`config.mk`:
```
export PLATFORM = sky130hd
export DESIGN_NAME = instr_fetch_unit_flat
export DESIGN_NICKNAME = d
export VERILOG_FILES = /design/src/rtl/instr_fetch_unit_if.sv /design/src/rtl/instr_fetch_unit.sv /design/src/flat_wrapper.sv
export SDC_FILE = /design/constraint.sdc
export NUM_CORES = 1
export LEC_CHECK = 0
export ABC_AREA = 1
export CORE_ASPECT_RATIO = 1.4
export CORE_MARGIN = 2
export CORE_UTILIZATION = 55
export DETAILED_ROUTE_END_ITERATION = 7
export GPL_TIMING_DRIVEN = 0
export PLACE_DENSITY_LB_ADDON = 0.12
export SYNTH_ARGS = -nofsm -noshare
export SYNTH_HDL_FRONTEND = slang
export SYNTH_SLANG_ARGS = --single-unit
export TNS_END_PERCENT = 5
```
`constraint.sdc`:
```
create_clock -name i_clk -period 11.2 [get_ports i_clk]
set_input_delay 2.24 -clock i_clk [delete_from_list [all_inputs] [get_ports i_clk]]
set_output_delay 2.24 -clock i_clk [all_outputs]
set_load 0.005 [all_outputs]
```
`src/rtl/instr_fetch_unit_if.sv`:
```
// Purpose: bundles the fetch unit's bus-facing signals: downstream control
// (stall/redirect), the instruction-memory req/gnt/rvalid channel, and the
// fetch/decode output (pc, instr, valid, flush).
// Modports: master = fetch unit side, slave = environment (memory + pipeline).
interface instr_fetch_unit_if #(
  parameter int unsigned BIT_WIDTH = 32
);
  logic                 i_stall;
  logic                 i_redirect;
  logic [BIT_WIDTH-1:0] i_redirect_pc;
  logic                 o_imem_req;
  logic [BIT_WIDTH-1:0] o_imem_addr;
  logic                 i_imem_gnt;
  logic                 i_imem_rvalid;
  logic [BIT_WIDTH-1:0] i_imem_rdata;
  logic [BIT_WIDTH-1:0] o_pc;
  logic [BIT_WIDTH-1:0] o_instr;
  logic                 o_valid;
  logic                 o_flush;

  modport master (
    input  i_stall, i_redirect, i_redirect_pc, i_imem_gnt, i_imem_rvalid, i_imem_rdata,
    output o_imem_req, o_imem_addr, o_pc, o_instr, o_valid, o_flush
  );

  modport slave (
    output i_stall, i_redirect, i_redirect_pc, i_imem_gnt, i_imem_rvalid, i_imem_rdata,
    input  o_imem_req, o_imem_addr, o_pc, o_instr, o_valid, o_flush
  );
endinterface

```
`src/rtl/instr_fetch_unit.sv`:
```
// Purpose: fetch-side producer. Owns the PC, issues in-order word requests to
// instruction memory, buffers returned {pc,instr} pairs for decode, and on a
// redirect discards wrong-path state and flushes the fetch/decode register.
// Ports:
//   i_clk, i_rst     clock, synchronous active-high reset
//   bus (master)     i_stall/i_redirect/i_redirect_pc from the pipeline,
//                    o_imem_req/o_imem_addr/i_imem_gnt/i_imem_rvalid/i_imem_rdata
//                    to instruction memory, o_pc/o_instr/o_valid/o_flush to decode.
module instr_fetch_unit #(
  parameter int unsigned          BIT_WIDTH       = 32,
  parameter logic [BIT_WIDTH-1:0] RESET_PC        = '0,
  parameter int unsigned          MAX_OUTSTANDING = 2,
  parameter int unsigned          OUT_DEPTH       = 2
) (
  input  logic               i_clk,
  input  logic               i_rst,
  instr_fetch_unit_if.master bus
);

  localparam int unsigned OCW = $clog2(MAX_OUTSTANDING + 1);
  localparam int unsigned BCW = $clog2(OUT_DEPTH + 1);
  localparam int unsigned SCW = $clog2(MAX_OUTSTANDING + OUT_DEPTH + 1);
  localparam logic [BIT_WIDTH-1:0] NOP_INSTR = BIT_WIDTH'(32'h0000_0013);

  typedef struct packed {
    logic [BIT_WIDTH-1:0] pc;
    logic [BIT_WIDTH-1:0] instr;
  } entry_t;

  typedef enum logic [0:0] {
    ST_FETCH = 1'b0,
    ST_DRAIN = 1'b1
  } state_e;

  state_e               state_q, state_d;
  logic [BIT_WIDTH-1:0] pc_q, pc_d;
  logic [OCW-1:0]       outst_q, outst_d;
  logic [OCW-1:0]       drop_q, drop_d;
  logic [BCW-1:0]       bcnt_q, bcnt_d;
  logic [BIT_WIDTH-1:0] pend_q [MAX_OUTSTANDING];
  logic [BIT_WIDTH-1:0] pend_d [MAX_OUTSTANDING];
  entry_t               buf_q  [OUT_DEPTH];
  entry_t               buf_d  [OUT_DEPTH];

  logic [OCW-1:0] live_c;
  logic [SCW-1:0] credit_c;
  logic           req_c;
  logic           valid_c;
  logic           issue_c;
  logic           resp_c;
  logic           pop_c;
  logic [OCW-1:0] pend_slot_c;
  logic [BCW-1:0] bcnt_pop_c;
  logic           unused_rpc_lsbs;

  assign unused_rpc_lsbs = ^bus.i_redirect_pc[1:0];

  // Credits: only live (non-stale) outstanding requests reserve a buffer slot,
  // so every buffered response is guaranteed room and rvalid is never stalled.
  assign live_c   = outst_q - drop_q;
  assign credit_c = SCW'(live_c) + SCW'(bcnt_q);
  assign req_c    = !i_rst && (outst_q < OCW'(MAX_OUTSTANDING)) && (credit_c < SCW'(OUT_DEPTH));

  assign valid_c  = (bcnt_q != '0) && !bus.i_redirect && !i_rst;
  assign issue_c  = req_c && bus.i_imem_gnt;
  assign resp_c   = bus.i_imem_rvalid && (outst_q != '0);
  assign pop_c    = valid_c && !bus.i_stall;

  assign bus.o_imem_req  = req_c;
  assign bus.o_imem_addr = pc_q;
  assign bus.o_valid     = valid_c;
  assign bus.o_pc        = valid_c ? buf_q[0].pc : '0;
  assign bus.o_instr     = valid_c ? buf_q[0].instr : NOP_INSTR;
  assign bus.o_flush     = bus.i_redirect && !i_rst;

  // Next-state: pending-address FIFO, output buffer, PC, credits and drain FSM.
  always_comb begin
    state_d     = state_q;
    pc_d        = pc_q;
    outst_d     = outst_q;
    drop_d      = drop_q;
    bcnt_d      = bcnt_q;
    pend_d      = pend_q;
    buf_d       = buf_q;
    pend_slot_c = outst_q - OCW'(resp_c);
    bcnt_pop_c  = bcnt_q - BCW'(pop_c);

    // Pending FIFO: head leaves on a response, new address appends on issue.
    if (resp_c) begin
      for (int i = 0; i < int'(MAX_OUTSTANDING) - 1; i++) begin
        pend_d[i] = pend_q[i + 1];
      end
    end
    if (issue_c) begin
      for (int i = 0; i < int'(MAX_OUTSTANDING); i++) begin
        if (OCW'(i) == pend_slot_c) begin
          pend_d[i] = pc_q;
        end
      end
    end
    outst_d = outst_q + OCW'(issue_c) - OCW'(resp_c);

    // Output buffer: pop head first, then append a kept response behind it.
    if (pop_c) begin
      for (int i = 0; i < int'(OUT_DEPTH) - 1; i++) begin
        buf_d[i] = buf_q[i + 1];
      end
    end
    bcnt_d = bcnt_pop_c;
    if (resp_c && (state_q == ST_FETCH)) begin
      for (int i = 0; i < int'(OUT_DEPTH); i++) begin
        if (BCW'(i) == bcnt_pop_c) begin
          buf_d[i].pc    = pend_q[0];
          buf_d[i].instr = bus.i_imem_rdata;
        end
      end
      bcnt_d = bcnt_pop_c + BCW'(1);
    end
    if (resp_c && (state_q == ST_DRAIN)) begin
      drop_d = drop_q - OCW'(1);
    end

    if (issue_c) begin
      pc_d = pc_q + BIT_WIDTH'(4);
    end

    // Redirect: everything still in flight after this cycle is wrong-path,
    // including a request granted in this very cycle.
    if (bus.i_redirect) begin
      pc_d   = {bus.i_redirect_pc[BIT_WIDTH-1:2], 2'b00};
      bcnt_d = '0;
      drop_d = outst_d;
    end

    state_d = (drop_d != '0) ? ST_DRAIN : ST_FETCH;
  end

  // Control state register.
  always_ff @(posedge i_clk) begin
    if (i_rst) begin
      state_q <= ST_FETCH;
      pc_q    <= RESET_PC;
      outst_q <= '0;
      drop_q  <= '0;
      bcnt_q  <= '0;
    end else begin
      state_q <= state_d;
      pc_q    <= pc_d;
      outst_q <= outst_d;
      drop_q  <= drop_d;
      bcnt_q  <= bcnt_d;
    end
  end

  // Payload storage; validity is tracked by the counters above.
  always_ff @(posedge i_clk) begin
    pend_q <= pend_d;
    buf_q  <= buf_d;
  end

endmodule

```
`src/flat_wrapper.sv`:
```
// flat-port wrapper written by rule: the top's interface ports become plain ports
module instr_fetch_unit_flat 
#(
  parameter int unsigned          BIT_WIDTH       = 32,
  parameter logic [BIT_WIDTH-1:0] RESET_PC        = '0,
  parameter int unsigned          MAX_OUTSTANDING = 2,
  parameter int unsigned          OUT_DEPTH       = 2
)
  (i_clk, i_rst, bus_i_stall, bus_i_redirect, bus_i_redirect_pc, bus_i_imem_gnt, bus_i_imem_rvalid, bus_i_imem_rdata, bus_o_imem_req, bus_o_imem_addr, bus_o_pc, bus_o_instr, bus_o_valid, bus_o_flush);
  instr_fetch_unit_if #(.BIT_WIDTH(BIT_WIDTH)) bus_i ();
  input  logic i_clk;
  input  logic i_rst;
  input wire logic [$bits(bus_i.i_stall)-1:0] bus_i_stall;
  input wire logic [$bits(bus_i.i_redirect)-1:0] bus_i_redirect;
  input wire logic [$bits(bus_i.i_redirect_pc)-1:0] bus_i_redirect_pc;
  input wire logic [$bits(bus_i.i_imem_gnt)-1:0] bus_i_imem_gnt;
  input wire logic [$bits(bus_i.i_imem_rvalid)-1:0] bus_i_imem_rvalid;
  input wire logic [$bits(bus_i.i_imem_rdata)-1:0] bus_i_imem_rdata;
  output wire logic [$bits(bus_i.o_imem_req)-1:0] bus_o_imem_req;
  output wire logic [$bits(bus_i.o_imem_addr)-1:0] bus_o_imem_addr;
  output wire logic [$bits(bus_i.o_pc)-1:0] bus_o_pc;
  output wire logic [$bits(bus_i.o_instr)-1:0] bus_o_instr;
  output wire logic [$bits(bus_i.o_valid)-1:0] bus_o_valid;
  output wire logic [$bits(bus_i.o_flush)-1:0] bus_o_flush;
  assign bus_i.i_stall = bus_i_stall;
  assign bus_i.i_redirect = bus_i_redirect;
  assign bus_i.i_redirect_pc = bus_i_redirect_pc;
  assign bus_i.i_imem_gnt = bus_i_imem_gnt;
  assign bus_i.i_imem_rvalid = bus_i_imem_rvalid;
  assign bus_i.i_imem_rdata = bus_i_imem_rdata;
  assign bus_o_imem_req = bus_i.o_imem_req;
  assign bus_o_imem_addr = bus_i.o_imem_addr;
  assign bus_o_pc = bus_i.o_pc;
  assign bus_o_instr = bus_i.o_instr;
  assign bus_o_valid = bus_i.o_valid;
  assign bus_o_flush = bus_i.o_flush;
  instr_fetch_unit #(.BIT_WIDTH(BIT_WIDTH), .RESET_PC(RESET_PC), .MAX_OUTSTANDING(MAX_OUTSTANDING), .OUT_DEPTH(OUT_DEPTH)) u_core (.i_clk(i_clk), .i_rst(i_rst), .bus(bus_i));
endmodule
```
Word level (Yosys, flattened, before mapping)
Index checks and enable logic that the tools add are counted.
{ "totals": {"rom_bits": 0, "ramBits": 0, "wordCells": 64, "latchBits": 0, "reg_bits": 231, "mem_count": 0, "output_inout_bits": 99} }
{ "classes": {"order_cmp": 2, "mul": 0, "add_sub_neg": 9, "n_div": 0, "bitwise": 1, "n_mux": 16, "eq_ne": 2, "n_shift": 0, "n_reduce_logical": 22} }
{ "ops": {"columns": ["op", "count"], "rows": [
  ["$mux W64", 4],
  ["$mux W32", 7],
  ["$mux W128", 1],
  ["$add A32 B3 Y32 const B", 1],
  ["$logic_and A1 B1 Y1", 10],
  ["$reduce_bool A2 Y1", 4],
  ["$mux W2", 3],
  ["$sub A2 B1 Y2", 3],
  ["$eq A1 B2 Y1 const A", 2],
  ["$logic_not A2 Y1", 2],
  ["$reduce_and A2 Y1", 2],
  ["$add A2 B2 Y3", 1],
  ["$logic_not A1 Y1", 3],
  ["$lt A3 B2 Y1 const B", 1],
  ["$add A2 B1 Y2", 1],
  ["$add A2 B1 Y2 const B", 1],
  ["$lt A2 B2 Y1 const B", 1],
  ["$reduce_or A2 Y1", 1],
  ["$sub A2 B1 Y2 const B", 1],
  ["$sub A2 B2 Y2", 1],
  ["$mux W1", 1],
  ["$not A1 Y1", 1]
]} }

Logic depth before layout (Yosys ltp)
Gate-level depths: netlist of run 1.
{ "logic_depth": {"word_depth": 10, "depth_mapped": 15} }

Worst setup path after synthesis of run 1
No wires, ideal clock.
{ "synth_path": {"path_type": "input port to flip-flop", "startpoint": "input bus_i_redirect", "endpoint": "register u_core.buf_q[0] (netlist bit) (enable)", "t_arrival_ps": 6165, "slack_ps": 4548, "stages": 12, "cell_sequence": "buf_6 inv_2 nand2_2 a21oi_4 nand2_2 inv_2 buf_2 ha_1 xnor2_1 ha_1 inv_1 nor2_1"} }
{ "synth_via": {"elab_chain_len": 7} }
{ "synth_rtl": {"columns": ["item", "line_no", "rtl"], "rows": [
  ["start: declaration", "flat_wrapper.sv:14", "input wire logic [$bits(bus_i.i_redirect)-1:0] bus_i_redirect;"],
  ["$logic_not A1 Y1", "instr_fetch_unit.sv:64", "assign valid_c = (bcnt_q != '0) && !bus.i_redirect && !i_rst;"],
  ["$logic_and A1 B1 Y1 (2 in series)", "instr_fetch_unit.sv:64", null],
  ["named net bus_o_valid", "flat_wrapper.sv:23", "output wire logic [$bits(bus_i.o_valid)-1:0] bus_o_valid;"],
  ["$logic_and A1 B1 Y1", "instr_fetch_unit.sv:67", "assign pop_c = valid_c && !bus.i_stall;"],
  ["$sub A2 B1 Y2", "instr_fetch_unit.sv:86", "bcnt_pop_c = bcnt_q - BCW'(pop_c);"],
  ["$eq A1 B2 Y1", "instr_fetch_unit.sv:112", "if (BCW'(i) == bcnt_pop_c) begin"],
  ["$reduce_and A2 Y1 (no line)", null, null],
  ["end signal: assignment", "instr_fetch_unit.sv:158", "buf_q <= buf_d;"],
  ["end: declaration", "instr_fetch_unit.sv:42", "entry_t buf_q [OUT_DEPTH];"]
]} }
The timed path passes the listed nets, and every way through them passes these cells.
A chain may end at the register's enable or synchronous reset.

Worst setup path in the final report of run 1
{ "layout_path": {"startpoint": "input i_rst", "endpoint": "output bus_o_pc[1]"} }
{ "layout_via": {"elab_chain_len": 3} }
{ "layout_rtl": {"columns": ["item", "line_no", "rtl"], "rows": [
  ["start: declaration", "flat_wrapper.sv:12", "input logic i_rst;"],
  ["$logic_not A1 Y1", "instr_fetch_unit.sv:64", null],
  ["$logic_and A1 B1 Y1", "instr_fetch_unit.sv:64", null],
  ["$mux W32", "instr_fetch_unit.sv:72", "assign bus.o_pc = valid_c ? buf_q[0].pc : '0;"],
  ["end: declaration", "flat_wrapper.sv:21", "output wire logic [$bits(bus_i.o_pc)-1:0] bus_o_pc;"]
]} }
Every way passes these cells.

==> results of run 1 <==
worst paths after layout:
check / start / end / slack [ns]
worst min register to register: u_core.pend_q[52] / u_core.buf_q[52] / 0.46
worst min-delay path: u_core.pend_q[52] / u_core.buf_q[52] / 0.46
worst max register to register: u_core.outst_q[0] / u_core.pend_q[30] / 8.01
worst max-delay path: i_rst / bus_o_pc[1] / 4.58
where the power goes:
part           switching, mW  internal (mW)  total (mW)  leakage (nW)
Combinational          0.419          0.311       0.730          3.03
Clock                  0.320          0.489       0.809         0.392
Sequential             0.126           1.09        1.22          1.96
Total                  0.864           1.89        2.75          5.38
cells in the mapped netlist:
master	number
clkbuf_1	13
nand4_1	6
conb_1	1
a22oi_1	1
ha_1	7
a21oi_1	23
inv_1	131
o21ai_1	33
clkinv_1	1
fa_1	1
buf_2	29
nand4_4	2
edfxtp_1	94
nand2_2	6
nor2_2	5
buf_6	11
nand2_1	379
nor2_1	167
a21oi_4	1
a31oi_1	70
inv_2	6
nand3b_1	1
or2_2	5
inv_4	1
buf_4	5
or2_4	1
o21ai_0	29
xnor2_1	4
nand3_1	39
dfxtp_1	133
nor3_1	3
nor2_4	3
xor2_1	3
o21ai_4	1
through the flow:
step | util | hold WS [ns]
final | 0.714 | 0.458
after floorplan | - | 0.431
after global placement | 0.665 | 0.441
after global routing | 0.714 | 0.464
after CTS | 0.714 | 0.455
after detailed placement | 0.670 | 0.438
cell type report:
cell class / instances / area share
flip-flops and latches: 227 / 0.430
repair buffers: 167 / 0.134
clock inverters: 12 / 0.0135
multi-input cells: 792 / 0.281
inverters: 139 / 0.0411
well taps: 240 / 0.0235
clock buffers: 28 / 0.0490
plain buffers: 58 / 0.0279
layer usage:
metal  vias to the layer above  part of all wire  GRT usage  routed length, um
met5                         -                 0          0                  0
met2                       269              0.51      0.464              12500
met4                         0             0.031     0.0969                763
met1                      3844              0.41      0.306              10200
li1                       4266                 -          -                  -
met3                        52             0.049     0.0301               1210
cell families (layout without fill, tap and decap cells):
kind of cell / Yosys count / in the layout / synth area share
simple gates: 617 / 617 / 0.251
fa+ha+maj: 8 / 8 / 0.0108
flops: 227 / 227 / 0.552
buf+inv: 197 / 404 / 0.0886
compound gates: 158 / 158 / 0.0910
other cells: 1 / 2 / 0.000378
xor+xnor: 7 / 7 / 0.00617
registers in the layout (all words and copies together), names as in the netlist:
register,flops
u_core.bcnt_q,2
u_core.state_q,1
u_core.bus.o_imem_addr,30
u_core.drop_q,2
u_core.buf_q,128
u_core.outst_q,2
u_core.pend_q,62
worst max-delay path, cell delays in order:
cell and delay, ns:
clkdlybuf4s50_1 0.52, buf_6 0.17, inv_2 0.05, nand2_2 0.14, a21oi_4 0.07, inv_2 0.18, clkbuf_1 0.43, nor2_1 0.11
clkdlybuf4s50_1 0.47
==> out/qor.csv, run 1 <==
stage,metric,value,unit
detailed_routing,drt first pass iters,5,
setup_path,crit path launch type,primary input,
detailed_routing,drt drc,0,
timing,Slew HR,0.531,
place,post-placement worst setup slack,4.55,ns
layout,layout net count,1485,
setup_path,"Arr. time, crit path",4.38,ns
power,leakage power total,5.38,nW
clock_network,# Post-CTS Setup Buffers,0,
synth,number of library cell types mapped by synthesis,34,
timing,setup skew after layout,0.0146,ns
timing,Total Negative Setup Slacks,0,ns
clock_network,CTS H-tree lvls,1,
layout,"leading cell types in the layout, fill and taps excluded","379 x nand2_1, 166 x nor2_1, 163 x clkdlybuf4s50_1",
worst_hold_path,worst hold path depth,0,
clock_network,CTS Root Cell,clkbuf_16,
outcome,status,finished clean,
die,number of placement rows,58,
layout,area grow syn2layout,28.4,%
clock_network,clock latency on the worst-skew pair,0.50,ns
synth,gate count of the mapped netlist,1215,
die,Initial Utilization,0.556,
timing,post-layout worst setup margin,4.58,ns
detailed_routing,Via Count,8431,
clock_network,CTS Buffer Depth,3,
clock_network,hold buffers post-CTS,0,
synth,synthesized flop and latch total,227,
global_route,GRT overflow,0,
place,placed cell area,0.0120,mm2
place,number of buffers added on ports,163,
detailed_routing,wire length reported by the detailed router,24600,um
die,die height,163,um
timing,Final min period,6.62,ns
clock_network,post-cts resize count,0,
layout,fraction of final layout cells sized beyond drive strength 1,0.0836,
global_route,vias in the first global route,8047,
detailed_routing,number of vias per cell,5.07,
global_route,wire length of the first global-routing pass,39700,um
layout,"final std cell area, no fill",0.0128,mm2
timing,final hold violations,0,
die,core outline area,0.0179,mm2
power,Max rail drop VDD,0.114,mV
layout,register area,0.00549,mm2
place,placed cells,1623,
timing,number of pins with negative max-slew slack in the final report,0,
synth,"top cells by area, synth","edfxtp_1 28%, dfxtp_1 27%, nand2_1 14%, nor2_1 6.3%, inv_1 5.0%",
synth,area share of the largest cell type after synthesis,0.284,
synth,post-synthesis sequential area ratio,0.552,
timing,count of endpoints failing setup in the final report,0,
die,IO Pins,169,
job,max_cap viols,0,
layout,final std cells w/o fill,1663,
timing,portion of the clock cycle consumed by the worst path in the final layout,0.591,
global_route,maximum number of pins on one net before global-route repair,24,
clock_network,# clock sinks,227,
synth,Mean Syn Cell Area,8.17,um2
timing,worst slew pin tran,0.700,ns
setup_path,required time of the critical path,8.96,ns
timing,Fmax,0.151,GHz
clock_network,clock-pin slew reported for the worst setup and hold paths after clock tree synthesis,0.06,ns
timing,setup repair after global routing missed its margin,no,
detailed_routing,routed wirelength normalized by instance count,14.8,um
global_route,All-Layer GR Usage,0.253,
layout,footprint of the multi-input gates,0.00358,mm2
layout,filler cell count,1450,
place,DP HPWL,17600,um
detailed_routing,violation count after the first detailed-route iteration,618,
worst_hold_path,worst min-delay path class,flop to flop,
setup_path,depth of the most critical reg-to-reg path,8,
synth,summed instance area of the synthesized netlist,0.00993,mm2
power,Power Density,216,mW/mm2
setup_path,Worst Setup Path Type,primary input to primary output,
global_route,antenna violations before repair,0,
die,Die W,118,um
power,Total Power,2.75,mW
synth,Yosys warning total,0,
layout,final antenna diode count,0,
synth,library cell with the largest summed area after synthesis,edfxtp_1,
layout,"commonest non-fill, non-tap cell in the layout",nand2_1,
place,final weighted congestion in routability-driven placement,0.904,
detailed_routing,remaining antenna violation count after routing,0,
die,die area,0.0192,mm2
clock_network,clock tree from TritonCTS,yes,
setup_path,CP endpoint kind,primary output,
clock_network,clock buffer count from CTS,22,
setup_path,crit-path max FO,10,
Note: power is estimated with default switching activity, not from simulation.
==> inputs of run 2 (changes only) <==
--- a/config.mk
+++ b/config.mk
@@ -8,7 +8,7 @@
 export ABC_AREA = 1
 export CORE_ASPECT_RATIO = 1.4
 export CORE_MARGIN = 2
-export CORE_UTILIZATION = 55
+export CORE_UTILIZATION = 53
 export DETAILED_ROUTE_END_ITERATION = 7
 export GPL_TIMING_DRIVEN = 0
 export PLACE_DENSITY_LB_ADDON = 0.12
==> constraint.sdc (replaced) <==
create_clock -name i_clk -period 6.76 [get_ports i_clk]
set_input_delay 1.352 -clock i_clk [delete_from_list [all_inputs] [get_ports i_clk]]
set_output_delay 1.352 -clock i_clk [all_outputs]
set_load 0.005 [all_outputs]
==> out/qor.csv, run 2 (same netlist as run 1, synthesis figures left out) <==
stage,metric,value,unit,change
die,Die W,120,um,was 118 um
clock_network,post-cts resize count,0,,unchanged
outcome,status,finished clean,,unchanged
setup_path,ordered list of cells on the worst path,clkdlybuf4s50_1 -> buf_6 -> inv_2 -> nand2_2 -> a21oi_4 -> inv_2 -> clkbuf_1 -> nor2_1 -> clkdlybuf4s50_1,,unchanged
clock_network,CTS H-tree lvls,1,,unchanged
global_route,vias in the first global route,8159,,was 8047
power,leakage power total,5.34,nW,was 5.38 nW
timing,worst slew pin tran,0.676,ns,was 0.700 ns
clock_network,clock tree from TritonCTS,yes,,unchanged
setup_path,Critical Path Slowest Stage Cell,clkdlybuf4s50_1,,unchanged
detailed_routing,drt drc,0,,unchanged
global_route,wire length of the first global-routing pass,39600,um,was 39700 um
layout,area grow syn2layout,27.5,%,was 28.4%
layout,register area,0.00549,mm2,unchanged
place,placed cell area,0.0120,mm2,about the same
global_route,antenna violations before repair,0,,unchanged
layout,filler cell count,1529,,was 1450
worst_hold_path,worst min-delay path class,flop to flop,,unchanged
place,DP HPWL,17700,um,was 17600 um
timing,final hold violations,0,,unchanged
setup_path,count of buffer and inverter cells on the critical path,6,,unchanged
die,number of placement rows,59,,was 58
setup_path,CP endpoint kind,primary output,,unchanged
power,Max rail drop VDD,0.200,mV,was 0.114 mV
place,final weighted congestion in routability-driven placement,0.955,,was 0.904
detailed_routing,Via Count,8357,,was 8431
setup_path,CP max stage delay,0.52,ns,about the same
layout,layout net count,1485,,unchanged
timing,Slew HR,0.549,,was 0.531
detailed_routing,wire length reported by the detailed router,24400,um,was 24600 um
job,max_cap viols,0,,unchanged
clock_network,hold buffers post-CTS,0,,unchanged
clock_network,CTS Root Cell,clkbuf_16,,unchanged
clock_network,# clock sinks,227,,unchanged
place,post-placement worst setup slack,1.94,ns,was 4.55 ns
layout,register with the highest flop count,u_core.buf_q,,unchanged
timing,post-layout worst setup margin,1.95,ns,was 4.58 ns
layout,footprint of the multi-input gates,0.00358,mm2,unchanged
clock_network,clock latency on the worst-skew pair,0.51,ns,was 0.50 ns
setup_path,required time of the critical path,5.41,ns,was 8.96 ns
die,die height,166,um,was 163 um
die,core outline area,0.0185,mm2,was 0.0179 mm2
detailed_routing,violation count after the first detailed-route iteration,609,,was 618
timing,Total Negative Setup Slacks,0,ns,unchanged
clock_network,clock buffer count from CTS,22,,unchanged
die,IO Pins,169,,unchanged
layout,"commonest non-fill, non-tap cell in the layout",nand2_1,,unchanged
layout,max reg flops,128,,unchanged
layout,final antenna diode count,0,,unchanged
place,number of buffers added on ports,163,,unchanged
layout,"leading cell types in the layout, fill and taps excluded","379 x nand2_1, 166 x nor2_1, 163 x clkdlybuf4s50_1",,unchanged
timing,portion of the clock cycle consumed by the worst path in the final layout,0.711,,
clock_network,# Post-CTS Setup Buffers,0,,unchanged
detailed_routing,remaining antenna violation count after routing,0,,unchanged
die,die area,0.0199,mm2,was 0.0192 mm2
timing,setup skew after layout,0.0115,ns,was 0.0146 ns
setup_path,crit path launch type,primary input,,unchanged
detailed_routing,routed wirelength normalized by instance count,14.7,um,was 14.8 um
global_route,GRT overflow,0,,unchanged
timing,setup repair after global routing missed its margin,no,,unchanged
timing,Fmax,0.208,GHz,
timing,number of pins with negative max-slew slack in the final report,0,,unchanged
detailed_routing,drt first pass iters,5,,unchanged
detailed_routing,number of vias per cell,5.01,,was 5.07
setup_path,cell family with most CP delay,buffers and inverters,,unchanged
global_route,maximum number of pins on one net before global-route repair,25,,was 24
layout,fraction of final layout cells sized beyond drive strength 1,0.0801,,was 0.0836
layout,"final std cell area, no fill",0.0127,mm2,was 0.0128 mm2
clock_network,clock-pin slew reported for the worst setup and hold paths after clock tree synthesis,0.06,ns,about the same
die,Initial Utilization,0.538,,was 0.556
global_route,All-Layer GR Usage,0.245,,was 0.253
clock_network,CTS Buffer Depth,3,,unchanged
timing,Final min period,4.81,ns,
setup_path,"Arr. time, crit path",3.46,ns,was 4.38 ns
power,Power Density,348,mW/mm2,was 216 mW/mm2
setup_path,Worst Setup Path Type,primary input to primary output,,unchanged
setup_path,crit-path max FO,10,,unchanged
timing,count of endpoints failing setup in the final report,0,,unchanged
-- run 2: cell type report --
cell class / instances / share of cell area
inverter: 139 / 0.0414
buffer: 58 / 0.0281
clock inverter: 9 / 0.00336
sequential: 227 / 0.433
clock buffer: 31 / 0.0527
tap: 244 / 0.0241
timing repair buffer: 167 / 0.134
multi-input combinational: 792 / 0.283
-- run 2: worst paths after layout --
path,startpoint,endpoint,slack [ns],depth (start not counted)
worst max-delay path,i_rst,bus_o_instr[5],1.95,9
worst min-delay path,u_core.pend_q[53],u_core.buf_q[53],0.46,0
worst max register to register,u_core.outst_q[0],u_core.pend_q[21],3.60,8
worst min register to register,u_core.pend_q[53],u_core.buf_q[53],0.46,0
-- run 2: per-stage QoR --
| step | util | hold WS [ns] | power, mW | cells |
|---|---|---|---|---|
| 4_1_cts | 0.686 | 0.454 | 4.44 | 1667 |
| 6_report | 0.686 | 0.458 | 4.41 | 1667 |
| 3_5_place_dp | 0.648 | 0.439 | 3.23 | 1627 |
| 2_1_floorplan | - | 0.431 | 2.85 | 1216 |
| 5_1_grt | 0.686 | 0.472 | 4.70 | 1667 |
| 3_3_place_gp | 0.643 | 0.440 | 3.18 | 1623 |
-- run 2: power by group --
part | internal (mW) | switching (mW) | total [mW] | leakage (nW)
Clock | 0.687 | 0.510 | 1.20 | 0.352
Sequential | 1.81 | 0.204 | 2.01 | 1.96
Combinational | 0.515 | 0.691 | 1.21 | 3.03
-- run 2: per-layer routing --
metal,up-vias,track usage,part of all wire
li1,4276,-,-
met1,3780,0.302,0.42
met2,260,0.446,0.51
met3,41,0.0264,0.050
met4,0,0.0742,0.021
met5,-,0,0
==> inputs of run 3 (changes only) <==
--- a/config.mk
+++ b/config.mk
@@ -8,7 +8,7 @@
 export ABC_AREA = 1
 export CORE_ASPECT_RATIO = 1.4
 export CORE_MARGIN = 2
-export CORE_UTILIZATION = 53
+export CORE_UTILIZATION = 48
 export DETAILED_ROUTE_END_ITERATION = 7
 export GPL_TIMING_DRIVEN = 0
 export PLACE_DENSITY_LB_ADDON = 0.12
==> constraint.sdc (replaced) <==
create_clock -name i_clk -period 4.02 [get_ports i_clk]
set_input_delay 0.804 -clock i_clk [delete_from_list [all_inputs] [get_ports i_clk]]
set_output_delay 0.804 -clock i_clk [all_outputs]
set_load 0.005 [all_outputs]
==> out/qor.csv, run 3 (same netlist as run 1, synthesis figures left out) <==
stage,metric,value,unit,change
outcome,status,finished clean,,unchanged
power,leakage power total,5.35,nW,was 5.34 nW
setup_path,CP endpoint kind,primary output,,unchanged
global_route,antenna violations before repair,0,,unchanged
timing,Total Negative Setup Slacks,0,ns,unchanged
setup_path,CP max stage delay,0.53,ns,was 0.52 ns
timing,worst slew pin tran,0.962,ns,was 0.676 ns
timing,Fmax,0.267,GHz,
die,core outline area,0.0204,mm2,was 0.0185 mm2
layout,"commonest non-fill, non-tap cell in the layout",nand2_1,,unchanged
global_route,All-Layer GR Usage,0.222,,was 0.245
clock_network,CTS Root Cell,clkbuf_16,,unchanged
clock_network,hold buffers post-CTS,0,,unchanged
die,Initial Utilization,0.487,,was 0.538
setup_path,register-to-register setup slack,0.97,ns,was 3.60 ns
clock_network,clock latency on the worst-skew pair,0.51,ns,about the same
place,number of buffers added on ports,163,,unchanged
timing,Slew HR,0.357,,was 0.549
detailed_routing,violation count after the first detailed-route iteration,422,,was 609
timing,post-layout worst setup margin,0.271,ns,was 1.95 ns
detailed_routing,remaining antenna violation count after routing,0,,unchanged
die,die area,0.0219,mm2,was 0.0199 mm2
setup_path,ordered list of cells on the worst path,clkdlybuf4s50_1 -> buf_6 -> inv_2 -> nand2_2 -> a21oi_4 -> inv_2 -> clkbuf_1 -> nor2_1 -> clkdlybuf4s50_1,,unchanged
layout,register with the highest flop count,u_core.buf_q,,unchanged
detailed_routing,number of vias per cell,4.94,,was 5.01
detailed_routing,routed wirelength normalized by instance count,14.7,um,about the same
layout,"leading cell types in the layout, fill and taps excluded","379 x nand2_1, 166 x nor2_1, 163 x clkdlybuf4s50_1",,unchanged
timing,count of endpoints failing setup in the final report,0,,unchanged
place,final weighted congestion in routability-driven placement,0.889,,was 0.955
setup_path,end point of the critical path,bus_o_pc[5],,was bus_o_instr[5]
clock_network,# clock sinks,227,,unchanged
die,Die W,126,um,was 120 um
global_route,wire length of the first global-routing pass,39700,um,was 39600 um
layout,final antenna diode count,0,,unchanged
setup_path,start point of the critical path,i_rst,,unchanged
clock_network,# Post-CTS Setup Buffers,0,,unchanged
power,Power Density,597,mW/mm2,was 348 mW/mm2
detailed_routing,drt first pass iters,5,,unchanged
clock_network,clock-pin slew reported for the worst setup and hold paths after clock tree synthesis,0.06,ns,about the same
layout,layout net count,1483,,was 1485
clock_network,CTS H-tree lvls,1,,unchanged
die,number of placement rows,62,,was 59
setup_path,Critical Path Slowest Stage Cell,clkdlybuf4s50_1,,unchanged
job,max_cap viols,0,,unchanged
clock_network,CTS Buffer Depth,3,,unchanged
global_route,GRT overflow,0,,unchanged
place,post-placement worst setup slack,-0.237,ns,was 1.94 ns
setup_path,reg2reg end,u_core.buf_q[25],,was u_core.pend_q[21]
worst_hold_path,worst min-delay path class,flop to flop,,unchanged
setup_path,crit path launch type,primary input,,unchanged
clock_network,post-cts resize count,0,,unchanged
layout,max reg flops,128,,unchanged
clock_network,clock tree from TritonCTS,yes,,unchanged
setup_path,count of buffer and inverter cells on the critical path,6,,unchanged
setup_path,cell depth of the worst setup path,9,,unchanged
detailed_routing,wire length reported by the detailed router,24700,um,was 24400 um
timing,setup skew after layout,0.0257,ns,was 0.0115 ns
layout,area grow syn2layout,27.9,%,was 27.5%
clock_network,clock buffer count from CTS,22,,unchanged
timing,final hold violations,0,,unchanged
detailed_routing,Via Count,8281,,was 8357
power,Max rail drop VDD,0.333,mV,was 0.200 mV
timing,setup repair after global routing missed its margin,no,,unchanged
layout,fraction of final layout cells sized beyond drive strength 1,0.0802,,was 0.0801
timing,number of pins with negative max-slew slack in the final report,0,,unchanged
place,DP HPWL,18200,um,was 17700 um
setup_path,reg-to-reg critical path startpoint,u_core.bcnt_q[1],,was u_core.outst_q[0]
setup_path,cell family with most CP delay,buffers and inverters,,unchanged
die,die height,174,um,was 166 um
timing,portion of the clock cycle consumed by the worst path in the final layout,0.932,,
setup_path,crit-path max FO,10,,unchanged
detailed_routing,drt drc,0,,unchanged
setup_path,"Arr. time, crit path",2.94,ns,was 3.46 ns
global_route,maximum number of pins on one net before global-route repair,35,,was 25
timing,Final min period,3.75,ns,
setup_path,required time of the critical path,3.22,ns,was 5.41 ns
die,IO Pins,169,,unchanged
setup_path,Worst Setup Path Type,primary input to primary output,,unchanged
global_route,vias in the first global route,7917,,was 8159
setup_path,depth of the most critical reg-to-reg path,11,,was 8
-- run 3: cell count changes in the layout (fill, tap and decap cells not counted), sizes merged --
cell	delta
buf	-2
bufinv	+3
clkbuf	+1
clkinv	-4
-- run 3: final cells by class --
| class | instances | area (um2) |
|---|---|---|
| plain buffers | 58 | 355 |
| clock buffers | 32 | 649 |
| clock inverters | 8 | 114 |
| fillers | 1814 | 7700 |
| inverters | 139 | 524 |
| multi-input cells | 792 | 3590 |
| flip-flops and latches | 227 | 5490 |
| well taps | 256 | 320 |
| repair buffers | 165 | 1670 |
-- run 3: report_power, final --
part	leakage (nW)	switching [mW]	internal, mW
registers	1.96	0.347	3.04
logic	3.01	1.16	0.865
clock network	0.378	0.860	1.31
-- run 3: worst min-delay path by stage --
stage                     slack (ns)               from               end  cells after the start
after floorplan                 0.43  u_core.pend_q[32]  u_core.buf_q[32]                      0
after global placement          0.44  u_core.pend_q[50]  u_core.buf_q[50]                      0
after detailed placement        0.44  u_core.pend_q[54]  u_core.buf_q[54]                      0
after CTS                       0.46  u_core.pend_q[54]  u_core.buf_q[54]                      0
after global routing            0.48  u_core.pend_q[33]  u_core.buf_q[33]                      0
final                           0.46  u_core.pend_q[56]  u_core.buf_q[56]                      0
-- run 3: metrics by stage --
step           std cells   util  power (mW)  instance area (um2)  hold WS [ns]
3_5_place_dp        1637  0.585        5.45                11900         0.442
6_report            1677  0.623        7.58                12700         0.459
5_1_grt             1677  0.623        8.06                12700         0.477
2_1_floorplan       1216      -        4.79                 9950         0.431
4_1_cts             1677  0.623        7.64                12700         0.458
3_3_place_gp        1635  0.583        5.36                11900         0.440
-- run 3: metal layers --
metal  up-vias  share of wire  global-route usage
met5         -              0                   0
met4         0          0.024              0.0699
met3        35          0.054              0.0286
met2       226           0.50               0.393
met1      3753           0.42               0.281
li1       4267              -                   -
